File: src/rtl/mux_pkg.sv
// Shared types and helpers for the scanning N-to-1 multiplexer.
// Holds the mode encoding and the one-hot decoder used for the channel strobe.
package mux_pkg;

  typedef enum logic {
    MODO_MANUAL = 1'b0,
    MODO_AUTO   = 1'b1
  } modo_t;

  // Widest channel count the block supports; onehot_f returns this many bits.
  localparam int MAX_CANALES = 16;

  // One-hot decode of a channel index; out-of-range indices decode to zero.
  function automatic logic [MAX_CANALES-1:0] onehot_f(input int index, input int canales);
    logic [MAX_CANALES-1:0] r;
    r = '0;
    if (index >= 0 && index < canales) r = MAX_CANALES'(1) << index;
    return r;
  endfunction

endpackage

File: src/rtl/mux_scan_nto1_tick_gen.sv
// Auto-scan prescaler: counts 0..divisor-1 while enabled and pulses tick on
// the terminal count. clr restarts the count and suppresses that cycle's tick.
module tick_gen #(
  parameter int divisor = 50000
) (
  input  logic clk,
  input  logic rst,
  input  logic en,
  input  logic clr,
  output logic tick
);

  localparam int CW = (divisor > 1) ? $clog2(divisor) : 1;
  localparam logic [CW-1:0] LAST = CW'(divisor - 1);

  logic [CW-1:0] cnt;

  assign tick = en && !clr && (cnt == LAST);

  // Prescaler count: clear wins over counting, frozen while disabled.
  always_ff @(posedge clk or posedge rst) begin
    if (rst)       cnt <= '0;
    else if (clr)  cnt <= '0;
    else if (en)   cnt <= (cnt == LAST) ? '0 : cnt + CW'(1);
  end

endmodule

File: src/rtl/mux_scan_nto1.sv
// Scanning N-to-1 multiplexer with registered data and one-hot channel strobe,
// intended to drive a multiplexed display. Manual mode follows sel; auto mode
// steps through channels at the prescaler rate.
// Optional feature: define MUX_SCAN_SKIP_EN to add the skip input, which makes
// auto scan jump over masked channels and blanks the strobe on them.
module mux_scan_nto1
  import mux_pkg::*;
#(
  parameter int ancho   = 4,
  parameter int canales = 4,
  parameter int divisor = 50000,
  localparam int IW     = $clog2(canales)
) (
  input  logic                       clk,
  input  logic                       rst,
  input  logic [canales*ancho-1:0]   D,
  input  logic [IW-1:0]              sel,
  input  logic                       modo,
  input  logic                       en,
`ifdef MUX_SCAN_SKIP_EN
  input  logic [canales-1:0]         skip,
`endif
  output logic [ancho-1:0]           Y,
  output logic [canales-1:0]         ch,
  output logic [IW-1:0]              idx
);

  logic [ancho-1:0]       dv [canales];
  logic [canales-1:0]     skip_m;
  modo_t                  modo_q;
  logic                   primed;
  logic                   modo_chg;
  logic                   tick;
  logic [IW-1:0]          idx_step;
  logic [IW-1:0]          idx_load;
  logic [canales-1:0]     ch_nxt;
  logic [MAX_CANALES-1:0] oh;

  for (genvar k = 0; k < canales; k++) begin : g_slice
    assign dv[k] = D[k*ancho +: ancho];
  end

`ifdef MUX_SCAN_SKIP_EN
  assign skip_m = skip;
`else
  assign skip_m = '0;
`endif

  // Next channel in wrap order that is not masked; holds if none qualifies.
  function automatic logic [IW-1:0] next_idx_f(input logic [IW-1:0] cur,
                                               input logic [canales-1:0] sk);
    logic [IW-1:0]      r;
    logic [canales-1:0] t;
    int                 c;
    r = cur;
    for (int k = canales - 1; k >= 1; k--) begin
      c = (int'(cur) + k) % canales;
      t = sk >> c;
      if (!t[0]) r = IW'(c);
    end
    return r;
  endfunction

  // A mode change is only meaningful once a previous mode has been sampled
  // after reset, so the first enabled cycle never clears the prescaler.
  assign modo_chg = primed && (modo_t'(modo) != modo_q);

  tick_gen #(.divisor(divisor)) u_tick (
    .clk  (clk),
    .rst  (rst),
    .en   (en && (modo_t'(modo) == MODO_AUTO)),
    .clr  (modo_chg),
    .tick (tick)
  );

  // Next-index candidates and strobe decode for the current index.
  always_comb begin
    idx_step = next_idx_f(idx, skip_m);
    idx_load = (32'(sel) >= canales) ? '0 : sel;
    oh       = onehot_f(int'(idx), canales);
    ch_nxt   = skip_m[idx] ? '0 : oh[canales-1:0];
  end

  // Previous-mode tracker for change detection.
  always_ff @(posedge clk or posedge rst) begin
    if (rst) begin
      modo_q <= MODO_MANUAL;
      primed <= 1'b0;
    end else begin
      modo_q <= modo_t'(modo);
      primed <= 1'b1;
    end
  end

  // Channel index: a mode change keeps the current channel; otherwise auto
  // advances on tick and manual follows sel.
  always_ff @(posedge clk or posedge rst) begin
    if (rst) begin
      idx <= '0;
    end else if (en && !modo_chg) begin
      if (modo_t'(modo) == MODO_AUTO) begin
        if (tick) idx <= idx_step;
      end else begin
        idx <= idx_load;
      end
    end
  end

  // Output stage: data and strobe registered together from idx; disable holds
  // data and blanks the strobe.
  always_ff @(posedge clk or posedge rst) begin
    if (rst) begin
      Y  <= '0;
      ch <= '0;
    end else if (en) begin
      Y  <= dv[idx];
      ch <= ch_nxt;
    end else begin
      ch <= '0;
    end
  end

endmodule

File: config.mk
export PLATFORM = sky130hd
export DESIGN_NAME = mux_scan_nto1
export DESIGN_NICKNAME = d
export VERILOG_FILES = /design/src/rtl/mux_pkg.sv /design/src/rtl/mux_scan_nto1_tick_gen.sv /design/src/rtl/mux_scan_nto1.sv
export SDC_FILE = /design/constraint.sdc
export NUM_CORES = 1
export LEC_CHECK = 0
export CAP_MARGIN = 20
export CORE_UTILIZATION = 55
export CTS_BUF_LIST = sky130_fd_sc_hd__clkbuf_4
export DETAILED_ROUTE_END_ITERATION = 8
export DONT_BUFFER_PORTS = 1
export PLACE_DENSITY_LB_ADDON = 0.15
export SLEW_MARGIN = 10
export SYNTH_ARGS = -nofsm -noshare
export SYNTH_HDL_FRONTEND = slang
export SYNTH_SLANG_ARGS = --single-unit
File: constraint.sdc
create_clock -name clk -period 2.5 [get_ports clk]
set_input_delay 0.125 -clock clk [delete_from_list [all_inputs] [get_ports clk]]
set_output_delay 0.125 -clock clk [all_outputs]
set_load 0.03 [all_outputs]
==> Implementation_results.wiki <==
{| class="wikitable"
! Metric !! Value
|-
| Number of remaining DRC errors || 0
|-
| Post-synthesis cell type count || 42
|-
| Run status || completed
|-
| Critical path capture point type || flop
|-
| Nets in the synthesized netlist || 181
|-
| Count of mapped cells out of synthesis || 154
|-
| Starting DRC count in detailed routing || 21
|-
| TritonCTS clock tree || yes
|-
| Maximum single-stage delay on the critical path || 420 ps
|-
| Avg Synthesized Cell Area || 10.3 µm²
|-
| Simple-gate area share of the yosys netlist || 0.208
|-
| Max frequency || 0.500 GHz
|-
| Remaining Overflow, GRT || 0
|-
| Via density || 6.09
|-
| Headroom to the max-slew limit || 0.570
|-
| Kind of cell adding the most delay to the critical path || simple AND/OR/NAND/NOR gates
|-
| Worst hold margin || 16.4 ps
|-
| DIE WIDTH || 55.6 µm
|-
| Total routing usage reported by global routing || 0.210
|-
| Number of placement rows || 19
|-
| CP Launch Type || flop
|-
| Crit path cell chain || ha_1, and3_1, and4_4, nor2_1, buf_4, and3_1, a211o_1
|-
| Average detailed-routed wire length per instance || 15.3 µm
|-
| Leakage power || 0.745 nW
|-
| Layout net count || 184
|-
| Count of input and output buffers || 0
|-
| Estimated wirelength of the detail-placed design || 2060 µm
|-
| Number of placed I/O pins || 32
|-
| Share of cells above drive strength 1 || 0.128
|-
| Share of the clock period used by the worst path || 0.800
|-
| Compound-Gate Fraction of Synth Area || 0.140
|-
| Number of synthesized flops with an enable pin || 0
|-
| Final Max Tran Viols || 0
|-
| Wire length of the first global-routing pass || 5150 µm
|-
| Count leader, synth || sky130_fd_sc_hd__dfrtp_1
|-
| Cell types with the highest counts after synthesis || 28 x sky130_fd_sc_hd__dfrtp_1, 12 x sky130_fd_sc_hd__nand3_1, 11 x sky130_fd_sc_hd__nand2_1, 11 x sky130_fd_sc_hd__o21ai_0
|-
| Final weighted congestion of routability-driven global placement || 0.856
|-
| Via count of the first global-routing pass || 1093
|-
| CTS Hold Bufs || 4
|-
| Sequential fraction of the synthesis area || 0.444
|-
| Area share of xor/xnor cells in the synthesized design || 0.0111
|-
| Number of failing setup endpoints in the final timing report || 0
|-
| Time the worst path needs with I/O delays and setup || 2000 ps
|-
| Count of max-cap constraint violations || 0
|-
| Area fraction of the dominant cell type after synthesis || 0.444
|-
| CP required || 2730 ps
|-
| Area enclosed by the die boundary || 0.00309 mm²
|-
| Antenna violations before repair || 0
|-
| Library cell used as clock root buffer || sky130_fd_sc_hd__clkbuf_4
|-
| # Post-CTS Setup Buffers || 0
|-
| Most common flop cell mapped by yosys || sky130_fd_sc_hd__dfrtp_1
|-
| Critical Path Most Common Cell || sky130_fd_sc_hd__and3_1
|-
| Crit-path max FO || 12
|-
| Core ar. || 0.00273 mm²
|-
| Aggregate negative setup slack || 0 ps
|-
| Standard cell with the maximum stage delay on the critical path || sky130_fd_sc_hd__dfrtp_1
|-
| Area share of fa/ha/maj cells after synthesis || 0.0396
|-
| Worst setup skew after layout || 3.45 ps
|-
| Total clock buffers created by CTS || 3
|-
| Ant. Diodes || 0
|-
| Type of the worst min-delay path || in -> reg
|-
| Total buffers and inverters traversed by the critical path || 1
|-
| Worst IR drop on VDD || 0.657 mV
|-
| Biggest area consumer among synthesized cells || sky130_fd_sc_hd__dfrtp_1
|-
| Clock insertion delay at the later pin of the skew report || 330 ps
|-
| Transition time at the pin with the least slew margin || 646 ps
|-
| Final ANT Viol Nets || 0
|-
| Pwr per Cell Area || 604 mW/mm²
|-
| Setup repair after global routing missed its margin || no
|-
| Clock tree buffer depth || 2
|-
| Share of cell area taken by muxes after synthesis || 0.105
|-
| Initial Util || 0.578
|-
| Num Clock Sinks || 28
|-
| Top cells by area, synth || sky130_fd_sc_hd__dfrtp_1 44%, sky130_fd_sc_hd__mux4_2 5.7%, sky130_fd_sc_hd__ha_1 4.0%
|-
| Die span in y || 55.6 µm
|-
| Total standard cell area after synthesis || 0.00158 mm²
|-
| #FFs+latches synth || 28
|-
| Async set-or-reset flop fraction in the synthesized netlist || 1.00
|-
| Synth warn || 0
|-
| Total via count after detailed routing || 1138
|-
| Start-to-end type of the worst setup path || reg -> reg
|-
| Max H-tree Level || 1
|-
| Layout Area Growth over Synthesis || 7.13%
|-
| Final hold viol count || 0
|-
| Largest family of logic cells by synthesized area || simple AND/OR/NAND/NOR gates
|-
| Resize count post-CTS || 0
|-
| Reg clk slew, reported paths || 140 ps
|-
| Maximum number of pins on one net before global-route repair || 29
|-
| First-pass iteration count of the detailed router || 4
|-
| Routed WL || 2860 µm
|-
| Data arrival time of the critical path || 2230 ps
|}
[metal layers]
| layer | global-route usage | vias to the layer above | wire (µm) |
|---|---|---|---|
| met5 | 0 | - | 0 |
| met4 | 0.0429 | 0 | 24 |
| met3 | 0.0535 | 4 | 83 |
| met2 | 0.324 | 14 | 1330 |
| met1 | 0.301 | 565 | 1420 |
| li1 | - | 555 | - |
[layout by cell type, fill, tap and decap left out, types with 5 or more instances in the layout]
cell type                 count
sky130_fd_sc_hd__nand2_1     11
sky130_fd_sc_hd__inv_1        7
sky130_fd_sc_hd__ha_1         5
sky130_fd_sc_hd__dfrtp_1     28
sky130_fd_sc_hd__o21ai_0     11
sky130_fd_sc_hd__nand3_1     12
sky130_fd_sc_hd__nor2_1       6
sky130_fd_sc_hd__a21oi_1      7
[worst register-to-register path: cells and delay by family, from the launching register on]
family | cells | cell delay, ps
AND/OR/NAND/NOR | 4 | 840
flip-flops | 1 | 420
AO/OA/AOI/OAI | 1 | 260
adder cells (fa/ha/maj) | 1 | 200
buffers and inverters | 1 | 180
[stage by stage]
| step | power, mW | utilization | cells | setup slack (ps) | instance area, µm² |
|---|---|---|---|---|---|
| 3_5_place_dp | 0.729 | 0.575 | 178 | 541 | 1570 |
| 3_3_place_gp | 0.722 | 0.575 | 178 | 605 | 1570 |
| 2_1_floorplan | 0.706 | - | 154 | 578 | 1580 |
| 4_1_cts | 1.03 | 0.609 | 186 | 516 | 1660 |
| 6_report | 1.02 | 0.619 | 187 | 500 | 1690 |
| 5_1_grt | 1.08 | 0.619 | 187 | 382 | 1690 |
[power by group]
part / leakage (nW) / total [mW] / internal, mW / switching [mW]
clock network: 0.0279 / 0.291 / 0.162 / 0.129
registers: 0.369 / 0.593 / 0.490 / 0.104
logic: 0.348 / 0.137 / 0.0774 / 0.0599
[cells by family after synthesis]
| group | Yosys count |
|---|---|
| AO/OA/AOI/OAI | 34 |
| XOR/XNOR | 2 |
| adder cells (fa/ha/maj) | 5 |
| buffers and inverters | 15 |
| flip-flops | 28 |
| multiplexers | 11 |
| other | 1 |
| AND/OR/NAND/NOR | 58 |
[path summary, 6_finish.rpt]
path	startpoint	to	slack (ps)	cells after the start
worst max-delay path	u_tick.cnt[0]	u_tick.cnt[6]	500	7
worst min-delay path	modo	idx[0]	20	2
min in group asynchronous	rst	u_tick.cnt[5]	170	2
worst max register to register	u_tick.cnt[0]	u_tick.cnt[6]	500	7
max in group asynchronous	rst	idx[1]	1920	3
worst min register to register	u_tick.cnt[14]	u_tick.cnt[14]	520	1
[state kept, by name, summed over array words and instances (netlist names)]
register,flops
primed,1
modo_q,1
ch,4
Y,4
idx,2
u_tick.cnt,16
[cell type report]
cell class	count	area (µm²)
clock buffer	3	22.5
clock inverter	1	30.0
fill	218	1040
inverter	7	26.3
multi-input combinational	111	798
sequential	28	701
tap	31	38.8
timing repair buffer	6	75.1
Power figures use the tool's default switching activity.
